===== config.mk =====
export PLATFORM = sky130hd
export DESIGN_NAME = caravel_wb_bridge
export DESIGN_NICKNAME = d
export VERILOG_FILES = /design/src/rtl/soc_pkg.sv /design/src/rtl/caravel_wb_csr.sv /design/src/rtl/caravel_wb_bridge.sv
export SDC_FILE = /design/constraint.sdc
export NUM_CORES = 1
export LEC_CHECK = 0
export CORE_MARGIN = 4
export CORE_UTILIZATION = 30
export CTS_CLUSTER_DIAMETER = 100
export DETAILED_ROUTE_END_ITERATION = 6
export SLEW_MARGIN = 0
export SYNTH_ARGS = -nofsm -noshare
export SYNTH_HDL_FRONTEND = slang
export SYNTH_SLANG_ARGS = --single-unit

===== constraint.sdc =====
create_clock -name clk_i -period 10.3 [get_ports clk_i]
set_input_delay 1.03 -clock clk_i [delete_from_list [all_inputs] [get_ports clk_i]]
set_output_delay 1.03 -clock clk_i [all_outputs]
set_load 0.05 [all_outputs]

===== src/rtl/soc_pkg.sv =====
// Shared definitions for the Caravel Wishbone bridge: CSR address map,
// FSM state encoding and the latched memory-request record.
package soc_pkg;

  localparam logic [22:0] CSR_CTRL_OFF    = 23'h00_0000;
  localparam logic [22:0] CSR_STATUS_OFF  = 23'h00_0004;
  localparam logic [22:0] CSR_SCRATCH_OFF = 23'h00_0008;
  localparam int          WINDOW_SEL_BIT  = 23;
  localparam logic [31:0] TIMEOUT_DATA    = 32'hBAD0_0BAD;

  typedef enum logic [2:0] {
    IDLE,
    REQ,
    RESP,
    ACK,
    DONE
  } bridge_state_e;

  typedef enum logic [1:0] {
    TGT_MEM,
    TGT_CSR,
    TGT_NONE
  } target_e;

  // addr holds the full Wishbone word address; consumers slice what they need.
  typedef struct packed {
    logic        we;
    logic [29:0] addr;
    logic [31:0] wdata;
    logic [3:0]  wmask;
  } mem_req_t;

  function automatic logic [31:0] merge_bytes(input logic [31:0] cur,
                                              input logic [31:0] upd,
                                              input logic [3:0]  sel);
    merge_bytes = cur;
    for (int b = 0; b < 4; b++) begin
      if (sel[b]) merge_bytes[8*b +: 8] = upd[8*b +: 8];
    end
  endfunction

endpackage


===== src/rtl/caravel_wb_csr.sv =====
// Local CSR bank of the bridge: CTRL (core reset), STATUS (sticky timeout
// flag plus saturating timeout count, W1C) and a byte-writable SCRATCH word.
module caravel_wb_csr
  import soc_pkg::*;
(
  input  logic        clk,
  input  logic        rst,
  input  logic        wr_en,
  input  logic [22:0] offset,
  input  logic [31:0] wdata,
  input  logic [3:0]  wmask,
  input  logic        timeout_evt,
  output logic [31:0] rdata,
  output logic        core_reset,
  output logic        err
);

  logic [7:0]  timeout_count;
  logic [31:0] scratch;

  function automatic logic [7:0] sat_inc(input logic [7:0] v);
    return (v == 8'hFF) ? v : v + 8'd1;
  endfunction

  always_ff @(posedge clk) begin
    if (rst) begin
      core_reset    <= 1'b1;
      err           <= 1'b0;
      timeout_count <= '0;
      scratch       <= '0;
    end else begin
      if (timeout_evt) begin
        err           <= 1'b1;
        timeout_count <= sat_inc(timeout_count);
      end
      if (wr_en) begin
        case (offset)
          CSR_CTRL_OFF: begin
            if (wmask[0]) core_reset <= wdata[0];
          end
          CSR_STATUS_OFF: begin
            if (wmask[3] && wdata[31]) begin
              err           <= 1'b0;
              timeout_count <= '0;
            end
          end
          CSR_SCRATCH_OFF: scratch <= merge_bytes(scratch, wdata, wmask);
          default: ;
        endcase
      end
    end
  end

  always_comb begin
    rdata = '0;
    case (offset)
      CSR_CTRL_OFF:    rdata = {31'b0, core_reset};
      CSR_STATUS_OFF:  rdata = {err, 23'b0, timeout_count};
      CSR_SCRATCH_OFF: rdata = scratch;
      default:         rdata = '0;
    endcase
  end

endmodule


===== src/rtl/caravel_wb_bridge.sv =====
// Wishbone-classic slave that turns each Caravel bus access into one
// valid/ready memory request or a local CSR access, with a wait timeout.
module caravel_wb_bridge
  import soc_pkg::*;
#(
  parameter logic [31:0] BASE_ADDR  = 32'h3000_0000,
  parameter int          MEM_ADDR_W = 14,
  parameter int          TIMEOUT    = 255
) (
  input  logic                  clk_i,
  input  logic                  rst_i,
  input  logic                  wbs_stb_i,
  input  logic                  wbs_cyc_i,
  input  logic                  wbs_we_i,
  input  logic [3:0]            wbs_sel_i,
  input  logic [31:0]           wbs_dat_i,
  input  logic [31:0]           wbs_adr_i,
  output logic                  wbs_ack_o,
  output logic [31:0]           wbs_dat_o,
  output logic                  mem_req_valid_o,
  input  logic                  mem_req_ready_i,
  output logic                  mem_req_we_o,
  output logic [MEM_ADDR_W-1:0] mem_req_addr_o,
  output logic [31:0]           mem_req_wdata_o,
  output logic [3:0]            mem_req_wmask_o,
  input  logic                  mem_resp_valid_i,
  input  logic [31:0]           mem_resp_rdata_i,
  output logic                  core_reset_o,
  output logic                  err_o
);

  localparam logic [8:0] WAIT_LIMIT = 9'(TIMEOUT);

  bridge_state_e state;
  target_e       tgt;
  mem_req_t      req;
  logic [31:0]   resp_data;
  logic [31:0]   csr_rdata;
  logic [7:0]    wait_cnt;
  logic          wait_expired;
  logic          timeout_evt;
  logic          csr_wr;
  logic          unused_bits;

  // Abort once the number of cycles spent waiting reaches TIMEOUT.
  assign wait_expired = ({1'b0, wait_cnt} + 9'd1) == WAIT_LIMIT;
  assign csr_wr       = (state == ACK) && (tgt == TGT_CSR) && req.we;

  assign mem_req_we_o    = req.we;
  assign mem_req_addr_o  = req.addr[MEM_ADDR_W-1:0];
  assign mem_req_wdata_o = req.wdata;
  assign mem_req_wmask_o = req.wmask;
  assign unused_bits     = ^{wbs_adr_i[1:0], req.addr[29:21]};

  always_ff @(posedge clk_i) begin
    if (rst_i) begin
      state           <= IDLE;
      tgt             <= TGT_NONE;
      wbs_ack_o       <= 1'b0;
      wbs_dat_o       <= '0;
      mem_req_valid_o <= 1'b0;
      wait_cnt        <= '0;
      timeout_evt     <= 1'b0;
      resp_data       <= '0;
    end else begin
      timeout_evt <= 1'b0;
      case (state)
        IDLE: begin
          if (wbs_stb_i && wbs_cyc_i) begin
            req       <= '{we: wbs_we_i, addr: wbs_adr_i[31:2],
                           wdata: wbs_dat_i, wmask: wbs_sel_i};
            resp_data <= '0;
            if (wbs_adr_i[31:24] != BASE_ADDR[31:24]) begin
              tgt   <= TGT_NONE;
              state <= ACK;
            end else if (wbs_adr_i[WINDOW_SEL_BIT]) begin
              tgt   <= TGT_CSR;
              state <= ACK;
            end else begin
              tgt             <= TGT_MEM;
              mem_req_valid_o <= 1'b1;
              wait_cnt        <= '0;
              state           <= REQ;
            end
          end
        end
        REQ: begin
          if (mem_req_ready_i) begin
            mem_req_valid_o <= 1'b0;
            wait_cnt        <= '0;
            state           <= req.we ? ACK : RESP;
          end else if (wait_expired) begin
            mem_req_valid_o <= 1'b0;
            timeout_evt     <= 1'b1;
            resp_data       <= TIMEOUT_DATA;
            state           <= ACK;
          end else begin
            wait_cnt <= wait_cnt + 8'd1;
          end
        end
        RESP: begin
          if (mem_resp_valid_i) begin
            resp_data <= mem_resp_rdata_i;
            state     <= ACK;
          end else if (wait_expired) begin
            timeout_evt <= 1'b1;
            resp_data   <= TIMEOUT_DATA;
            state       <= ACK;
          end else begin
            wait_cnt <= wait_cnt + 8'd1;
          end
        end
        ACK: begin
          wbs_ack_o <= 1'b1;
          wbs_dat_o <= (tgt == TGT_CSR && !req.we) ? csr_rdata : resp_data;
          state     <= DONE;
        end
        DONE: begin
          // Ack is on the bus this cycle; a strobe still high here is the
          // tail of the access just acknowledged, not a new one.
          wbs_ack_o <= 1'b0;
          wbs_dat_o <= '0;
          state     <= IDLE;
        end
        default: state <= IDLE;
      endcase
    end
  end

  caravel_wb_csr u_csr (
    .clk         (clk_i),
    .rst         (rst_i),
    .wr_en       (csr_wr),
    .offset      ({req.addr[20:0], 2'b00}),
    .wdata       (req.wdata),
    .wmask       (req.wmask),
    .timeout_evt (timeout_evt),
    .rdata       (csr_rdata),
    .core_reset  (core_reset_o),
    .err         (err_o)
  );

endmodule


==> summary.txt <==
CTS
  – Post-CTS sizing: 0
  – CTS max path bufs: 2
  – Clock sink total: 180
  – Total CTS buffers: 17
  – Cts hold-fix bufs: 0
  – CTS tree: done
  – Post-CTS setup buffer count: 0
  – Worst skew pair latency: 0.43 ns
  – Clock transition at the registers of the reported paths: 0.08 ns
  – H-tree depth: 4
  – Root buf cell: clkbuf_16

Routing
  – Vias per inst: 4.819
  – 1st-iter DRT viols: 428
  – # DRC: 0
  – DRT Pass-1 Iters: 6
  – Final ANT Viol Nets: 0
  – Via count: 5580
  – Routed length per instance: 17.98 um
  – Drt total wl: 20.82 mm

Global route
  – Vias in the first global route: 5710
  – First-pass GRT wire length: 32.49 mm
  – Largest net degree at the start of global routing: 58
  – Global-route usage over all layers: 14.73%
  – Total grt overflow: 0
  – Initial antenna violation count: 0

Floorplanning
  – Die area: 0.02793 sq mm
  – Row count: 57
  – Die width: 167.1 um
  – Initial core utilization: 30.88%
  – Core area: 0.02460 sq mm
  – Die Ht: 167.1 um
  – Num ports: 194

Place
  – DPL Wire Length: 14.81 mm
  – Placer Congestion: 0.8129
  – Pre-CTS worst setup slack: 6.736 ns
  – Port Buffer Count: 191

Critical path
  – Worst endpoint required time: 10.62 ns
  – Worst endpoint data arrival time: 3.37 ns
  – CP Max Fanout: 57
  – Worst Setup End Kind: flop
  – WS Path Type: primary input to flop
  – CP Launch Type: primary input

Synthesis
  – Top post-synthesis cells by count: 122 x dfxtp_1, 62 x nand2_1, 58 x edfxtp_1, 54 x nor2_1, 51 x buf_4
  – Simple-Gate Fraction of Synth Area: 14.08%
  – Yosys warns: 0
  – Sequential area share after synthesis: 55.07%
  – Post-synthesis cell count: 685
  – Post-synth EDFFs: 58
  – Area share of fa/ha/maj cells after synthesis: 0.4941%
  – Post-Syn Area: 0.007597 sq mm
  – Mapped Nets: 795
  – Area share of the largest cell type after synthesis: 32.15%
  – #FFs+latches synth: 180
  – Xor/xnor share of the synthesized area: 0.8070%
  – Synth Area in Compound Gates: 17.06%
  – Yosys top cell by area: dfxtp_1
  – Post-synth ARST share: 0%
  – Largest family of logic cells by synthesized area: compound AO/OA/AOI/OAI gates
  – Syn Area/Cell: 11.09 sq um
  – Synth area leaders: dfxtp_1 32%, edfxtp_1 23%, buf_4 5.0%
  – Mux contribution to synthesized area: 4.792%
  – Post-synth top flop: dfxtp_1
  – Netlist cell types: 56
  – Most common cell in the synthesized netlist: dfxtp_1

Power
  – Peak supply drop: 72.45 uV
  – Pwr Total: 1.596 mW
  – Lkg Pwr: 3.619 nW
  – Power Density: 158.6 mW/mm^2

Timing
  – Fin. Hold Viols: 0
  – Final period util: 29.59%
  – FMAX: 328.1 MHz
  – Post-route minimum period: 3.047 ns
  – Count of final setup violators: 0
  – Max_slew headroom: 32.53%
  – Worst Tran Pin Value: 1.012 ns
  – RSZ-0062 raised after global routing: false
  – Clock skew: 0.01352 ns
  – Final TNS setup: 0 ns
  – Worst setup slack after layout: 7.253 ns
  – Max Slew Vio Count: 0

Final layout
  – Area Overhead vs Synth: 32.44%
  – Diodes inserted: 0
  – Layout cells sized above 1: 8.273%
  – Post-Route Utilization: 40.89%
  – Fin nets: 931

Status
  – Status: completed

Run
  – Max Cap Viol: 0

Min path
  – Hold Crit Class: flop to flop
## cell type report
type	instances	area, sq um
Timing Repair Buffer	198	1959
Clock inverter	15	185.2
Tap cell	324	405.4
Inverter	17	63.81
Sequential cell	180	4184
Fill cell	2347	14540
Multi-Input combinational cell	407	2839
Clock buffer	17	425.4
## state kept, by name, summed over array words and instances, names as in the netlist
signal and cells:
mem_req_wdata_o 32, resp_data 32, u_csr.scratch 32, wbs_dat_o 32
mem_req_addr_o 14, u_csr.timeout_count 8, wait_cnt 8, req 7
mem_req_wmask_o 4, state 3, tgt 2, mem_req_valid_o 1
mem_req_we_o 1, timeout_evt 1, u_csr.core_reset 1, u_csr.err 1
wbs_ack_o 1
## power breakdown
| part | switching, mW | total (mW) | internal (mW) |
|---|---|---|---|
| clock | 0.329 | 0.659 | 0.330 |
| combinational | 0.102 | 0.173 | 0.0716 |
| sequential | 0.0144 | 0.764 | 0.750 |
## stage by stage
stage,hold slack [ns],area [sq um],cells
global placement,0.4372,9452,1126
global route,0.4742,10060,1158
finish,0.4566,10060,1158
detailed placement,0.4379,9452,1126
floorplan,0.4252,7597,685
CTS,0.4572,10060,1158
## cell usage in the layout, fill, tap and decap left out, types with 2 or more instances in the layout
cell,synthesis,routed
nand3_1,9,9
mux2i_1,35,35
a21oi_1,28,28
o21ai_0,25,25
xor2_1,3,3
or2_2,4,4
edfxtp_1,58,58
a21o_1,40,40
xnor2_1,4,4
or3b_2,2,2
nor3b_1,2,2
dfxtp_1,122,122
nand2_1,62,62
a222oi_1,8,8
a221oi_1,19,19
nor3_1,8,8
nor2b_1,4,4
nor4_4,10,10
a22o_1,33,33
clkdlybuf4s50_1,0,190
inv_1,17,17
a31oi_1,2,2
nand4_4,2,2
clkinv_4,0,2
buf_4,51,7
or4_1,3,3
inv_8,0,4
and3_1,4,4
clkinv_8,0,6
nand2b_1,4,4
and2_1,5,6
nor2_1,54,54
o31ai_1,5,5
clkbuf_16,0,17
ha_1,3,3
o21a_1,3,3
or3_1,4,4
inv_6,0,2
## path summary, 6_finish.rpt
kind	depth (start not counted)	start	slack, ns	end
max reg2reg	6	tgt[0]	7.45	wbs_dat_o[17]
min	1	u_csr.scratch[13]	0.46	wbs_dat_o[13]
max	8	rst_i	7.25	wbs_dat_o[17]
min reg2reg	1	u_csr.scratch[13]	0.46	wbs_dat_o[13]
## layer usage
metal | GRT usage, % | wire length, um | part of all wire, %
met1 | 19.05 | 9395 | 45
met2 | 24.09 | 9814 | 47
met3 | 4.408 | 1374 | 6.6
met4 | 4.128 | 234 | 1.1
met5 | 0 | 0 | 0
## logic make-up (layout without fill, tap and decap cells)
kind of cell	count (synthesis)	in the layout
mux	36	36
compound gates	175	175
buf+inv	98	247
fa+ha+maj	3	3
flops	180	180
xor+xnor	7	7
simple gates	186	186
## worst max-delay path: stages
cell and delay, ns:
buf_2 0.07, buf_4 0.52, inv_1 0.38, and3_1 0.33
and2_1 0.30, buf_4 0.27, a22o_1 0.25, a21o_1 0.15
No activity file was read; power rests on OpenSTA's default activity.
